File: config.mk
export PLATFORM = sky130hd
export DESIGN_NAME = ifm_fetch_ctrl_flat
export DESIGN_NICKNAME = d
export VERILOG_FILES = /design/src/rtl/ifm_fetch_pkg.sv /design/src/rtl/ifm_fetch_ctrl_if.sv /design/src/rtl/ifm_fetch_ctrl_burst_planner.sv /design/src/rtl/ifm_fetch_ctrl.sv /design/src/flat_wrapper.sv
export SDC_FILE = /design/constraint.sdc
export NUM_CORES = 1
export LEC_CHECK = 0
export BUFFER_PORTS_ARGS = -buffer_cell sky130_fd_sc_hd__buf_2
export CAP_MARGIN = 30
export CORE_MARGIN = 2
export CORE_UTILIZATION = 55
export CTS_BUF_LIST = sky130_fd_sc_hd__clkbuf_4 sky130_fd_sc_hd__clkbuf_8
export DETAILED_ROUTE_END_ITERATION = 8
export PLACE_DENSITY = 0.91
export SYNTH_ARGS = -nofsm -noshare
export SYNTH_HDL_FRONTEND = slang
export SYNTH_SLANG_ARGS = --single-unit
File: constraint.sdc
create_clock -name clk -period 10.8 [get_ports clk]
set_input_delay 1.62 -clock clk [delete_from_list [all_inputs] [get_ports clk]]
set_output_delay 1.62 -clock clk [all_outputs]
set_load 0.005 [all_outputs]
File: src/rtl/ifm_fetch_pkg.sv
// Shared types and constants for the input-feature-map fetch controller.
package ifm_fetch_pkg;

  localparam int BURST_CODE_W = 4;

  typedef enum logic [2:0] {
    IDLE,
    PLAN,
    REQ,
    DATA,
    DONE
  } fetch_state_e;

endpackage

File: src/rtl/ifm_fetch_ctrl_if.sv
// Read-channel and input-buffer write port bundle seen by the fetch controller.
interface ifm_fetch_ctrl_if #(
  parameter int DW     = 32,
  parameter int AW     = 32,
  parameter int BUF_AW = 10
);
  import ifm_fetch_pkg::*;

  logic [AW-1:0]           araddr;
  logic                    arvalid;
  logic [BURST_CODE_W-1:0] arburst;
  logic                    arready;
  logic [DW-1:0]           rdata;
  logic                    rvalid;
  logic                    rlast;
  logic [BUF_AW:0]         buf_space;
  logic                    wr_en;
  logic [BUF_AW-1:0]       wr_addr;
  logic [DW-1:0]           wr_data;

  modport master (
    output araddr, arvalid, arburst,
    input  arready, rdata, rvalid, rlast, buf_space,
    output wr_en, wr_addr, wr_data
  );

  modport slave (
    input  araddr, arvalid, arburst,
    output arready, rdata, rvalid, rlast, buf_space,
    input  wr_en, wr_addr, wr_data
  );

endinterface

File: src/rtl/ifm_fetch_ctrl_burst_planner.sv
// Picks the largest power-of-two burst that fits in the remaining word count,
// capped at MAX_BURST_CODE. Purely combinational.
module burst_planner
  import ifm_fetch_pkg::*;
#(
  parameter int CNT_W          = 24,
  parameter int MAX_BURST_CODE = 4
) (
  input  logic [CNT_W-1:0]        remain,
  output logic [BURST_CODE_W-1:0] code,
  output logic [CNT_W-1:0]        len
);

  int msb;

  // Priority encoder: highest set bit wins; remain==0 never reaches the planner.
  always_comb begin
    msb = 0;
    for (int i = 0; i < CNT_W; i++) begin
      if (remain[i]) msb = i;
    end
  end

  assign code = BURST_CODE_W'((msb > MAX_BURST_CODE) ? MAX_BURST_CODE : msb);
  assign len  = CNT_W'(1) << code;

endmodule

File: src/rtl/ifm_fetch_ctrl.sv
// Burst-read fetch controller: splits a word count into power-of-two read bursts and
// streams returned beats into the input buffer. Optional beat checker: FETCH_BEAT_CHECK_EN.
module ifm_fetch_ctrl
  import ifm_fetch_pkg::*;
#(
  parameter int DW             = 32,
  parameter int AW             = 32,
  parameter int CNT_W          = 24,
  parameter int BUF_AW         = 10,
  parameter int MAX_BURST_CODE = 4
) (
  input  logic             clk,
  input  logic             rst,
  input  logic             start,
  input  logic [AW-1:0]    base_addr,
  input  logic [CNT_W-1:0] total_words,
  output logic             busy,
  output logic             done,
  output logic             err,
  ifm_fetch_ctrl_if.master bus
);

  localparam int CMP_W = CNT_W + BUF_AW + 1;

  fetch_state_e            state_reg,    state_next;
  logic [AW-1:0]           cur_addr_reg, cur_addr_next;
  logic [CNT_W-1:0]        remain_reg,   remain_next;
  logic [CNT_W-1:0]        len_reg,      len_next;
  logic [AW-1:0]           araddr_reg,   araddr_next;
  logic [BURST_CODE_W-1:0] arburst_reg,  arburst_next;
  logic                    arvalid_reg,  arvalid_next;
  logic [BUF_AW-1:0]       wr_ptr_reg,   wr_ptr_next;
  logic [BUF_AW-1:0]       wr_addr_reg,  wr_addr_next;
  logic [DW-1:0]           wr_data_reg,  wr_data_next;
  logic                    wr_en_reg,    wr_en_next;
  logic                    busy_reg,     busy_next;
  logic                    done_reg,     done_next;

  logic [BURST_CODE_W-1:0] plan_code;
  logic [CNT_W-1:0]        plan_len;
  logic                    plan_fits, len_fits;
  logic                    start_acc, ar_hs, beat;

  burst_planner #(
    .CNT_W         (CNT_W),
    .MAX_BURST_CODE(MAX_BURST_CODE)
  ) u_planner (
    .remain(remain_reg),
    .code  (plan_code),
    .len   (plan_len)
  );

  // Zero-extend both sides so the space check never truncates either operand.
  assign plan_fits = CMP_W'(bus.buf_space) >= CMP_W'(plan_len);
  assign len_fits  = CMP_W'(bus.buf_space) >= CMP_W'(len_reg);

  assign start_acc = (state_reg == IDLE) && start;
  assign ar_hs     = (state_reg == REQ) && arvalid_reg && bus.arready;
  assign beat      = (state_reg == DATA) && bus.rvalid;

  always_comb begin
    state_next    = state_reg;
    cur_addr_next = cur_addr_reg;
    remain_next   = remain_reg;
    len_next      = len_reg;
    araddr_next   = araddr_reg;
    arburst_next  = arburst_reg;
    arvalid_next  = arvalid_reg;
    wr_ptr_next   = wr_ptr_reg;
    wr_addr_next  = wr_addr_reg;
    wr_data_next  = wr_data_reg;
    wr_en_next    = 1'b0;
    busy_next     = busy_reg;
    done_next     = 1'b0;

    case (state_reg)
      IDLE: begin
        if (start_acc) begin
          cur_addr_next = base_addr;
          remain_next   = total_words;
          wr_ptr_next   = '0;
          wr_addr_next  = '0;
          busy_next     = 1'b1;
          state_next    = (total_words == '0) ? DONE : PLAN;
        end
      end
      PLAN: begin
        len_next     = plan_len;
        arburst_next = plan_code;
        araddr_next  = cur_addr_reg;
        arvalid_next = plan_fits;
        state_next   = REQ;
      end
      REQ: begin
        // Request is re-qualified against buffer room every cycle until accepted.
        if (ar_hs) begin
          arvalid_next  = 1'b0;
          cur_addr_next = cur_addr_reg + AW'(len_reg);
          remain_next   = remain_reg - len_reg;
          state_next    = DATA;
        end else begin
          arvalid_next  = len_fits;
        end
      end
      DATA: begin
        if (beat) begin
          wr_en_next   = 1'b1;
          wr_data_next = bus.rdata;
          wr_addr_next = wr_ptr_reg;
          wr_ptr_next  = wr_ptr_reg + BUF_AW'(1);
          if (bus.rlast) state_next = (remain_reg == '0) ? DONE : PLAN;
        end
      end
      DONE: begin
        done_next  = 1'b1;
        busy_next  = 1'b0;
        state_next = IDLE;
      end
      default: state_next = IDLE;
    endcase
  end

  always_ff @(posedge clk or posedge rst) begin
    if (rst) begin
      state_reg    <= IDLE;
      cur_addr_reg <= '0;
      remain_reg   <= '0;
      len_reg      <= '0;
      araddr_reg   <= '0;
      arburst_reg  <= '0;
      arvalid_reg  <= 1'b0;
      wr_ptr_reg   <= '0;
      wr_addr_reg  <= '0;
      wr_data_reg  <= '0;
      wr_en_reg    <= 1'b0;
      busy_reg     <= 1'b0;
      done_reg     <= 1'b0;
    end else begin
      state_reg    <= state_next;
      cur_addr_reg <= cur_addr_next;
      remain_reg   <= remain_next;
      len_reg      <= len_next;
      araddr_reg   <= araddr_next;
      arburst_reg  <= arburst_next;
      arvalid_reg  <= arvalid_next;
      wr_ptr_reg   <= wr_ptr_next;
      wr_addr_reg  <= wr_addr_next;
      wr_data_reg  <= wr_data_next;
      wr_en_reg    <= wr_en_next;
      busy_reg     <= busy_next;
      done_reg     <= done_next;
    end
  end

  assign bus.araddr  = araddr_reg;
  assign bus.arburst = arburst_reg;
  assign bus.arvalid = arvalid_reg;
  assign bus.wr_en   = wr_en_reg;
  assign bus.wr_addr = wr_addr_reg;
  assign bus.wr_data = wr_data_reg;
  assign busy        = busy_reg;
  assign done        = done_reg;

`ifdef FETCH_BEAT_CHECK_EN
  // Counter is wide enough to see one burst plus an overrun before wrapping.
  localparam int BC_W = MAX_BURST_CODE + 2;

  logic [BC_W-1:0] beat_cnt_reg, beat_cnt_next, beat_cnt_inc, len_bc;
  logic            err_reg, err_next;

  assign beat_cnt_inc = beat_cnt_reg + BC_W'(1);
  assign len_bc       = BC_W'(len_reg);

  always_comb begin
    beat_cnt_next = beat_cnt_reg;
    err_next      = err_reg;
    if (start_acc) begin
      beat_cnt_next = '0;
      err_next      = 1'b0;
    end else if (ar_hs) begin
      beat_cnt_next = '0;
    end else if (beat) begin
      beat_cnt_next = beat_cnt_inc;
      if (bus.rlast ? (beat_cnt_inc != len_bc) : (beat_cnt_inc >= len_bc)) err_next = 1'b1;
    end
  end

  always_ff @(posedge clk or posedge rst) begin
    if (rst) begin
      beat_cnt_reg <= '0;
      err_reg      <= 1'b0;
    end else begin
      beat_cnt_reg <= beat_cnt_next;
      err_reg      <= err_next;
    end
  end

  assign err = err_reg;
`else
  assign err = 1'b0;
`endif

endmodule

File: src/flat_wrapper.sv
// flat-port wrapper written by rule: the top's interface ports become plain ports
module ifm_fetch_ctrl_flat import ifm_fetch_pkg::*;
#(
  parameter int DW             = 32,
  parameter int AW             = 32,
  parameter int CNT_W          = 24,
  parameter int BUF_AW         = 10,
  parameter int MAX_BURST_CODE = 4
)
  (clk, rst, start, base_addr, total_words, busy, done, err, bus_araddr, bus_arvalid, bus_arburst, bus_arready, bus_rdata, bus_rvalid, bus_rlast, bus_buf_space, bus_wr_en, bus_wr_addr, bus_wr_data);
  ifm_fetch_ctrl_if #(.DW(DW), .AW(AW), .BUF_AW(BUF_AW)) bus_i ();
  input  logic clk;
  input  logic rst;
  input  logic start;
  input  logic [AW-1:0] base_addr;
  input  logic [CNT_W-1:0] total_words;
  output logic busy;
  output logic done;
  output logic err;
  output wire logic [$bits(bus_i.araddr)-1:0] bus_araddr;
  output wire logic [$bits(bus_i.arvalid)-1:0] bus_arvalid;
  output wire logic [$bits(bus_i.arburst)-1:0] bus_arburst;
  input wire logic [$bits(bus_i.arready)-1:0] bus_arready;
  input wire logic [$bits(bus_i.rdata)-1:0] bus_rdata;
  input wire logic [$bits(bus_i.rvalid)-1:0] bus_rvalid;
  input wire logic [$bits(bus_i.rlast)-1:0] bus_rlast;
  input wire logic [$bits(bus_i.buf_space)-1:0] bus_buf_space;
  output wire logic [$bits(bus_i.wr_en)-1:0] bus_wr_en;
  output wire logic [$bits(bus_i.wr_addr)-1:0] bus_wr_addr;
  output wire logic [$bits(bus_i.wr_data)-1:0] bus_wr_data;
  assign bus_araddr = bus_i.araddr;
  assign bus_arvalid = bus_i.arvalid;
  assign bus_arburst = bus_i.arburst;
  assign bus_i.arready = bus_arready;
  assign bus_i.rdata = bus_rdata;
  assign bus_i.rvalid = bus_rvalid;
  assign bus_i.rlast = bus_rlast;
  assign bus_i.buf_space = bus_buf_space;
  assign bus_wr_en = bus_i.wr_en;
  assign bus_wr_addr = bus_i.wr_addr;
  assign bus_wr_data = bus_i.wr_data;
  ifm_fetch_ctrl #(.DW(DW), .AW(AW), .CNT_W(CNT_W), .BUF_AW(BUF_AW), .MAX_BURST_CODE(MAX_BURST_CODE)) u_core (.clk(clk), .rst(rst), .start(start), .base_addr(base_addr), .total_words(total_words), .busy(busy), .done(done), .err(err), .bus(bus_i));
endmodule
==> impl_metrics.env, run 1 <==
export IMPL_hp_start="u_core.bus.araddr[2]$_DFFE_PP0P_"
export IMPL_final_area_sq_mm=0.0110
export IMPL_post_route_drc_count=0
export IMPL_ir_worst_vdd_mv=0.125
export IMPL_p_int_mw=1.60
export IMPL_synth_edff_count=0
export IMPL_post_place_cells=1482
export IMPL_final_nets=1443
export IMPL_die_h_um=135
export IMPL_cts_root_buffer="clkbuf_8"
export IMPL_vias=8860
export IMPL_hpwlAfterDp_um=18100
export IMPL_slew_viol_final=0
export IMPL_first_global_vias=8221
export IMPL_critPathMaxFanout=31
export IMPL_postCtsHoldBufs=0
export IMPL_fp_coreArea_sq_mm=0.0166
export IMPL_p_switching_mw=1.26
export IMPL_tightest_slew_ns=1.06
export IMPL_grtUsageTotal=0.281
export IMPL_seq_power_share=0.373
export IMPL_regToRegSetupSlack_ns=7.15
export IMPL_numCtsBuffers=17
export IMPL_grt_setup_unrepaired="no"
export IMPL_clock_path_buffers=2
export IMPL_p_leak_nw=5.54
export IMPL_async_flop_share=1.00
export IMPL_start_kind="primary input"
export IMPL_status="finished, final reports clean"
export IMPL_grt_pass1_wl_um=40500
export IMPL_clk_latency_ns=0.49
export IMPL_placed_area_sq_mm=0.0105
export IMPL_yosysWarnings=0
export IMPL_endpoint_kind="flip-flop"
export IMPL_yosys_area_top_type_share=0.445
export IMPL_cts_resized=0
export IMPL_cts_tree="yes"
export IMPL_drt_pass1_iter_count=6
export IMPL_vias_per_cell=5.85
export IMPL_synth_commonest_cells="281 x nand2_1, 167 x dfrtp_1, 112 x nor2_1"
export IMPL_synthDistinctLibCells=66
export IMPL_setup_tns_ns=0
export IMPL_regArea_sq_mm=0.00418
export IMPL_cap_violations=0
export IMPL_reg2regPathDepth=10
export IMPL_clkPwrFrac=0.172
export IMPL_wl_um=25500
export IMPL_period_needed_ns=3.73
export IMPL_synth_top_area_cell="dfrtp_1"
export IMPL_antenna_found_initial=0
export IMPL_reg2reg_from="u_core.state_reg[1]$_DFFE_PP0P_"
export IMPL_swShare=0.442
export IMPL_syn_area_sq_mm=0.00940
export IMPL_syn_area_per_cell_sq_um=8.48
export IMPL_io_pin_count=188
export IMPL_dieArea_sq_mm=0.0182
export IMPL_p_comb_frac=0.455
export IMPL_clock_skew_ns=0.0216
export IMPL_reg2reg_to="u_core.wr_ptr_reg[5]$_DFFE_PP0P_"
export IMPL_min_period_over_period=0.346
export IMPL_yosysMostFrequentCell="nand2_1"
export IMPL_drt_initial_drc_count=834
export IMPL_synth_area_leaders="dfrtp_1 44%, nand2_1 11%, ha_1 7.3%"
export IMPL_area_growth_pct=16.7
export IMPL_synthCells=1108
export IMPL_ant_nets=0
export IMPL_clk_pin_slew_worst_paths_ns=0.10
export IMPL_arrival_ns=4.11
export IMPL_setup_viol=0
export IMPL_fillers=1333
export IMPL_io_buffer_count=186
export IMPL_grt_max_degree=100
export IMPL_final_cells=1514
export IMPL_fmax_ghz=0.268
export IMPL_critical_path_class="primary input to flip-flop"
export IMPL_die_w_um=135
export IMPL_multi_input_comb_area_sq_mm=0.00492
export IMPL_min_path_cells=2
export IMPL_synthFlopType="dfrtp_1"
export IMPL_timing_final_hold_violations=0
export IMPL_max_slew_margin_rel=0.291
export IMPL_diodes=0
export IMPL_synth_seq_cells=167
export IMPL_drive_gt1_frac=0.193
export IMPL_post_cts_buffers=0
export IMPL_power_density_mw_per_mm2=261
export IMPL_cts_sinks=167
export IMPL_start_util=0.565
export IMPL_required_ns=11.18
export IMPL_grt_overflow_total=0
export IMPL_gp_congestion=0.936
export IMPL_hold_end="u_core.bus.araddr[2]$_DFFE_PP0P_"
export IMPL_hold_path_class="flip-flop to flip-flop"
export IMPL_yosysSeqAreaShare=0.445
export IMPL_post_drt_wl_per_cell_um=16.8
export IMPL_total_power_mw=2.86
export IMPL_htree_levels=4
export IMPL_rows=47
critical path, cell delays in order:
cell      delay (ns)
buf_2           0.09
nand3_1         0.12
a21boi_2        0.84
buf_4           0.41
nand2_1         0.08
buf_4           0.24
a21oi_1         0.34
nand3_1         0.14
xor2_1          0.15
nor2_1          0.05
kinds of logic after synthesis:
| kind of cell | Yosys count | share of synthesized area |
|---|---|---|
| fa+ha+maj | 57 | 0.0775 |
| flops | 167 | 0.445 |
| mux | 8 | 0.00865 |
| compound gates | 226 | 0.161 |
| buf+inv | 83 | 0.0343 |
| xor+xnor | 28 | 0.0261 |
| other cells | 2 | 0.000799 |
| simple gates | 537 | 0.247 |
power by group through the flow:
stage,combinational [mW],clock [mW],sequential (mW)
global route,1.45,0.522,1.09
finish,1.30,0.492,1.07
CTS,1.29,0.494,1.06
floorplan,0.903,0,1.02
global placement,1.22,0,1.06
detailed placement,1.28,0,1.07
per-stage QoR:
step | util | hold WS, ns | setup WS (ns)
after CTS | 0.659 | 0.481 | 7.15
after floorplan | - | 0.448 | 4.66
final | 0.659 | 0.476 | 7.07
after detailed placement | 0.633 | 0.457 | 6.63
after global placement | 0.632 | 0.452 | 6.69
after global routing | 0.659 | 0.494 | 6.89
placed cells by master, fill, tap and decap left out, types with 10 or more instances in the layout:
cell type / count
nand2_1: 281
buf_2: 186
dfrtp_1: 166
nor2_1: 112
ha_1: 55
a21oi_1: 54
o21ai_0: 49
nand3_1: 34
inv_1: 34
nor3_1: 25
a211oi_1: 18
clkbuf_8: 17
and3_1: 16
xnor2_1: 16
o22ai_1: 16
a21o_1: 15
xor2_1: 12
o21a_1: 12
a31oi_1: 11
nor4_1: 11
nor2b_1: 10
nand4_1: 10
routing by layer:
layer  part of all wire  vias up  global-route usage
li1                   -     4177                   -
met1               0.44     4215               0.394
met2               0.46      397               0.437
met3              0.070       71              0.0462
met4              0.030        0               0.117
met5                  0        -                   0
layout make-up:
type	count	area share
clock buffer	17	0.0213
clock inverter	15	0.0183
inverter	36	0.0128
multi-input combinational	863	0.449
sequential	167	0.381
tap	220	0.0251
timing repair buffer	196	0.0924
how the worst max path moves through the flow:
| stage | startpoint | end | slack, ns | cells past startpoint |
|---|---|---|---|---|
| floorplan | rst | u_core.bus.araddr[0]$_DFFE_PP0P_ | 4.66 | 1 |
| CTS | bus_arready | u_core.wr_ptr_reg[5]$_DFFE_PP0P_ | 7.15 | 10 |
| global route | bus_arready | u_core.wr_ptr_reg[5]$_DFFE_PP0P_ | 6.89 | 10 |
| detailed placement | bus_arready | u_core.wr_ptr_reg[5]$_DFFE_PP0P_ | 6.63 | 10 |
| global placement | bus_arready | u_core.wr_ptr_reg[9]$_DFFE_PP0P_ | 6.69 | 9 |
| finish | bus_arready | u_core.wr_ptr_reg[5]$_DFFE_PP0P_ | 7.07 | 10 |
Power figures use the tool's default switching activity.
==> inputs of run 2 (changes only) <==
--- a/config.mk
+++ b/config.mk
@@ -5,6 +5,7 @@
 export SDC_FILE = /design/constraint.sdc
 export NUM_CORES = 1
 export LEC_CHECK = 0
+export ABC_AREA = 1
 export BUFFER_PORTS_ARGS = -buffer_cell sky130_fd_sc_hd__buf_2
 export CAP_MARGIN = 30
 export CORE_MARGIN = 2
==> constraint.sdc (replaced) <==
create_clock -name clk -period 3.9 [get_ports clk]
set_input_delay 0.585 -clock clk [delete_from_list [all_inputs] [get_ports clk]]
set_output_delay 0.585 -clock clk [all_outputs]
set_load 0.005 [all_outputs]
==> impl_metrics.env, run 2 <==
export IMPL_status="finished, final reports clean"
export IMPL_ir_worst_vdd_mv=0.404
export IMPL_start_kind="flip-flop"
export IMPL_cts_sinks=167
export IMPL_vias=9010
export IMPL_post_cts_buffers=0
export IMPL_timing_final_hold_violations=0
export IMPL_ant_nets=0
export IMPL_p_leak_nw=5.93
export IMPL_endpoint_kind="flip-flop"
export IMPL_gp_congestion=1.04
export IMPL_startpoint="u_core.remain_reg[2]$_DFFE_PP0P_"
export IMPL_drt_pass1_iter_count=6
export IMPL_syn_area_per_cell_sq_um=7.79
export IMPL_cts_root_buffer="clkbuf_8"
export IMPL_max_slew_margin_rel=0.350
export IMPL_place_ws_ns=0.972
export IMPL_die_h_um=136
export IMPL_period_needed_ns=3.01
export IMPL_synth_edff_count=0
export IMPL_synthCells=1237
export IMPL_clk_pin_slew_worst_paths_ns=0.09
export IMPL_yosysSeqAreaShare=0.434
export IMPL_grt_max_degree=168
export IMPL_wl_um=25700
export IMPL_dieArea_sq_mm=0.0186
export IMPL_synth_seq_cells=167
export IMPL_synth_commonest_cells="309 x nand2_1, 167 x dfrtp_1, 162 x inv_1"
export IMPL_cts_resized=0
export IMPL_reg2reg_to="u_core.bus.arvalid$_DFFE_PP0P_"
export IMPL_postCtsHoldBufs=0
export IMPL_async_flop_share=1.00
export IMPL_synth_area_leaders="dfrtp_1 43%, nand2_1 12%, ha_1 7.1%"
export IMPL_post_drt_wl_per_cell_um=15.5
export IMPL_fmax_ghz=0.333
export IMPL_power_density_mw_per_mm2=755
export IMPL_synthFlopType="dfrtp_1"
export IMPL_setup_tns_ns=0
export IMPL_critPathMaxFanout=4
export IMPL_required_ns=4.30
export IMPL_die_w_um=136
export IMPL_grtUsageTotal=0.280
export IMPL_io_pin_count=188
export IMPL_min_period_over_period=0.771
export IMPL_post_place_cells=1621
export IMPL_reg2reg_from="u_core.remain_reg[2]$_DFFE_PP0P_"
export IMPL_tightest_slew_ns=0.975
export IMPL_yosysMostFrequentCell="nand2_1"
export IMPL_reg2regPathDepth=33
export IMPL_area_growth_pct=16.1
export IMPL_diodes=0
export IMPL_numCtsBuffers=17
export IMPL_grt_pass1_wl_um=40900
export IMPL_final_cells=1653
export IMPL_yosys_area_top_type_share=0.434
export IMPL_grt_overflow_total=0
export IMPL_drive_gt1_frac=0.186
export IMPL_clock_skew_ns=0.0163
export IMPL_max_stage_delay_ns=0.43
export IMPL_final_util=0.649
export IMPL_slew_viol_final=0
export IMPL_fp_coreArea_sq_mm=0.0172
export IMPL_syn_area_sq_mm=0.00963
export IMPL_final_cell_mix="309 x nand2_1, 186 x buf_2, 167 x dfrtp_1, 160 x inv_1, 100 x o21ai_0"
export IMPL_crit_top_cell="nand2_1"
export IMPL_hold_path_class="primary input to asynchronous set/reset pin"
export IMPL_slowest_stage="dfrtp_1"
export IMPL_final_common_cell="nand2_1"
export IMPL_rows=48
export IMPL_critical_path_class="flip-flop to flip-flop"
export IMPL_antenna_found_initial=0
export IMPL_final_area_sq_mm=0.0112
export IMPL_cts_tree="yes"
export IMPL_arrival_ns=3.40
export IMPL_regToRegSetupSlack_ns=0.89
export IMPL_start_util=0.559
export IMPL_placed_area_sq_mm=0.0108
export IMPL_holdWs_ns=0.289
export IMPL_clk_latency_ns=0.48
export IMPL_clock_path_buffers=2
export IMPL_htree_levels=4
export IMPL_synthDistinctLibCells=48
export IMPL_synth_top_area_cell="dfrtp_1"
export IMPL_final_nets=1577
export IMPL_setup_viol=0
export IMPL_total_power_mw=8.44
export IMPL_hpwlAfterDp_um=18900
export IMPL_io_buffer_count=186
export IMPL_post_route_drc_count=0
export IMPL_vias_per_cell=5.45
export IMPL_grt_setup_unrepaired="no"
export IMPL_setup_ws_ns=0.893
export IMPL_drt_initial_drc_count=941
export IMPL_first_global_vias=8393
export IMPL_yosysWarnings=0
export IMPL_cap_violations=0
## run 2: cell families (layout without fill, tap and decap cells)
| family | Yosys count | in the layout | share of synthesized area |
|---|---|---|---|
| AO/OA/AOI/OAI | 284 | 284 | 0.163 |
| XOR/XNOR | 33 | 33 | 0.0300 |
| adder cells (fa/ha/maj) | 57 | 57 | 0.0756 |
| buffers and inverters | 224 | 410 | 0.0902 |
| flip-flops | 167 | 167 | 0.434 |
| multiplexers | 1 | 1 | 0.00117 |
| other | 2 | 7 | 0.000780 |
| AND/OR/NAND/NOR | 469 | 469 | 0.205 |
## run 2: power breakdown
group          switching, mW  internal, mW  total (mW)
clock                  0.708         0.492        1.20
sequential             0.468          2.44        2.91
combinational           2.76          1.57        4.33
## run 2: final cells by class
cell class	instances	area (sq um)
Fill cell	1403	6050
Multi-Input combinational cell	851	4610
Sequential cell	167	4180
Timing Repair Buffer	195	1040
Inverter	183	693
Tap cell	225	282
Clock buffer	19	262
Clock inverter	13	111
## run 2: how the worst max path moves through the flow
stage / to / cells after the start / slack (ns)
detailed placement: u_core.bus.arvalid$_DFFE_PP0P_ / 33 / 0.97
floorplan: u_core.bus.araddr[0]$_DFFE_PP0P_ / 1 / 1.19
finish: u_core.bus.arvalid$_DFFE_PP0P_ / 33 / 0.89
CTS: u_core.bus.arvalid$_DFFE_PP0P_ / 33 / 0.96
global route: u_core.bus.arvalid$_DFFE_PP0P_ / 33 / 0.52
global placement: u_core.bus.arvalid$_DFFE_PP0P_ / 33 / 1.07
## run 2: metal layers
metal / routed length (um) / vias up / global-route usage
met2: 11700 / 404 / 0.433
met5: 0 / - / 0
met1: 11100 / 4155 / 0.386
li1: - / 4383 / -
met4: 756 / 0 / 0.101
met3: 2080 / 68 / 0.0638
## run 2: critical path: cells and delay by family (launching register included)
family                   cells  cell delay (ns)
buffers and inverters        1             0.07
AO/OA/AOI/OAI                4             0.52
flip-flops                   1             0.43
AND/OR/NAND/NOR             27             1.58
adder cells (fa/ha/maj)      1             0.31
==> inputs of run 3 (changes only) <==
==> constraint.sdc (replaced) <==
create_clock -name clk -period 3.05 [get_ports clk]
set_input_delay 0.4575 -clock clk [delete_from_list [all_inputs] [get_ports clk]]
set_output_delay 0.4575 -clock clk [all_outputs]
set_load 0.005 [all_outputs]
==> impl_metrics.env, run 3 (same netlist as run 2, synthesis figures left out) <==
export IMPL_status="finished, final reports clean"
export IMPL_swShare=0.454
export IMPL_required_ns=3.44
export IMPL_reg2reg_to="u_core.bus.arvalid$_DFFE_PP0P_"
export IMPL_io_buffer_count=186
export IMPL_grt_max_degree=94
export IMPL_vias=8982
export IMPL_die_h_um=136
export IMPL_regToRegSetupSlack_ns=0.07
export IMPL_p_leak_nw=6.03
export IMPL_grt_pass1_wl_um=41600
export IMPL_clkPwrFrac=0.163
export IMPL_fp_coreArea_sq_mm=0.0172
export IMPL_reg2reg_from="u_core.remain_reg[20]$_DFFE_PP0P_"
export IMPL_final_cell_mix="303 x nand2_1, 186 x buf_2, 167 x dfrtp_1, 160 x inv_1, 100 x o21ai_0"
export IMPL_period_needed_ns=2.98
export IMPL_setup_tns_ns=0
export IMPL_setup_viol=0
export IMPL_diodes=0
export IMPL_holdWs_ns=0.0528
export IMPL_endpoint_kind="flip-flop"
export IMPL_p_comb_frac=0.502
export IMPL_grt_util_met2=0.463
export IMPL_reg2regPathDepth=17
export IMPL_vias_per_cell=5.41
export IMPL_grt_setup_unrepaired="yes"
export IMPL_drt_initial_drc_count=818
export IMPL_critical_path_class="flip-flop to flip-flop"
export IMPL_clk_pin_slew_worst_paths_ns=0.09
export IMPL_first_global_vias=8748
export IMPL_final_common_cell="nand2_1"
export IMPL_cts_sinks=167
export IMPL_numCtsBuffers=17
export IMPL_start_kind="flip-flop"
export IMPL_cts_root_buffer="clkbuf_8"
export IMPL_antenna_found_initial=0
export IMPL_clock_skew_ns=0.0188
export IMPL_cap_violations=0
export IMPL_tightest_slew_ns=0.881
export IMPL_post_route_drc_count=0
export IMPL_rows=48
export IMPL_use_met1=0.373
export IMPL_die_w_um=136
export IMPL_ant_nets=0
export IMPL_htree_levels=4
export IMPL_top_usage_layer="met2"
export IMPL_grt_use_met3=0.0585
export IMPL_slew_viol_final=0
export IMPL_p_int_mw=6.04
export IMPL_critPathMaxFanout=5
export IMPL_wl_um=25700
export IMPL_io_pin_count=188
export IMPL_post_drt_wl_per_cell_um=15.5
export IMPL_start_util=0.559
export IMPL_ir_worst_vdd_mv=0.453
export IMPL_startpoint="u_core.remain_reg[20]$_DFFE_PP0P_"
export IMPL_grt_overflow_total=0
export IMPL_hold_path_class="primary input to asynchronous set/reset pin"
export IMPL_seq_power_share=0.335
export IMPL_area_growth_pct=18.4
export IMPL_arrival_ns=3.37
export IMPL_hpwlAfterDp_um=19100
export IMPL_p_switching_mw=5.02
export IMPL_final_nets=1584
export IMPL_max_slew_margin_rel=0.411
export IMPL_worstSetupEndpoint="u_core.bus.arvalid$_DFFE_PP0P_"
export IMPL_drt_pass1_iter_count=5
export IMPL_clk_latency_ns=0.48
export IMPL_power_density_mw_per_mm2=971
export IMPL_dieArea_sq_mm=0.0186
export IMPL_cts_tree="yes"
export IMPL_timing_final_hold_violations=0
export IMPL_fmax_ghz=0.336
export IMPL_gp_congestion=0.989
export IMPL_postCtsHoldBufs=0
export IMPL_grtUsageTotal=0.283
export IMPL_drive_gt1_frac=0.199
export IMPL_clock_path_buffers=2
export IMPL_min_period_over_period=0.976
[run 3: power by group through the flow]
stage               combinational (mW)  sequential [mW]  clock, mW
floorplan                         3.83             3.66          0
global placement                  5.24             3.70          0
detailed placement                5.42             3.73          0
CTS                               5.47             3.70       1.81
global route                      6.31             3.82       1.90
finish                            5.56             3.71       1.80
[run 3: final cells by class]
cell class                 count  area [sq um]
tap                          225           282
multi-input combinational    851          4680
inverter                     183           693
fill                        1393          5840
clock buffer                  18           241
timing repair buffer         202          1110
sequential                   167          4180
clock inverter                14           210
[run 3: critical path, stage by stage (launching register included)]
cell and delay [ns]:
dfrtp_1 0.41, nor2_1 0.25, inv_1 0.09, nor3_1 0.23, nand3_1 0.12, inv_1 0.12
nand2_1 0.15, nor2_1 0.27, nand3_1 0.16, ha_1 0.30, inv_1 0.05, o31ai_2 0.24
nand2_1 0.08, o211ai_1 0.08, nand2_1 0.06, nand3_1 0.06, nand2_1 0.05, a31oi_1 0.16
[run 3: timing repair]
item                       CTS  global route
gates resized for setup      0            16
setup buffers                0             3
setup endpoints to repair    0             5
[run 3: per-layer routing]
layer	routed length (um)	up-vias
met3	1590	60
met2	12300	304
met4	787	0
met5	0	-
met1	11000	4214
li1	-	4404
[run 3: worst min-delay path by stage]
stage                                      start                           endpoint  depth (start not counted)
2_1_floorplan  u_core.bus.arburst[3]$_DFFE_PP0P_  u_core.bus.arburst[3]$_DFFE_PP0P_                          2
3_3_place_gp   u_core.bus.arburst[3]$_DFFE_PP0P_  u_core.bus.arburst[3]$_DFFE_PP0P_                          2
3_5_place_dp   u_core.bus.wr_data[4]$_DFFE_PP0P_  u_core.bus.wr_data[4]$_DFFE_PP0P_                          2
4_1_cts                                      rst  u_core.remain_reg[23]$_DFFE_PP0P_                          2
5_1_grt                                      rst  u_core.remain_reg[21]$_DFFE_PP0P_                          2
6_report                                     rst  u_core.remain_reg[21]$_DFFE_PP0P_                          2
[run 3: through the flow]
stage                     setup slack, ns  instances  utilization  power (mW)  instance area, sq um
after floorplan                     0.460       1242            -        7.49                  9650
after global placement              0.251       1624        0.628        8.94                 10800
after detailed placement            0.158       1625        0.630        9.15                 10900
after CTS                          0.0976       1657        0.656        11.0                 11300
after global routing               -0.280       1660        0.661        12.0                 11400
final                              0.0718       1660        0.661        11.1                 11400
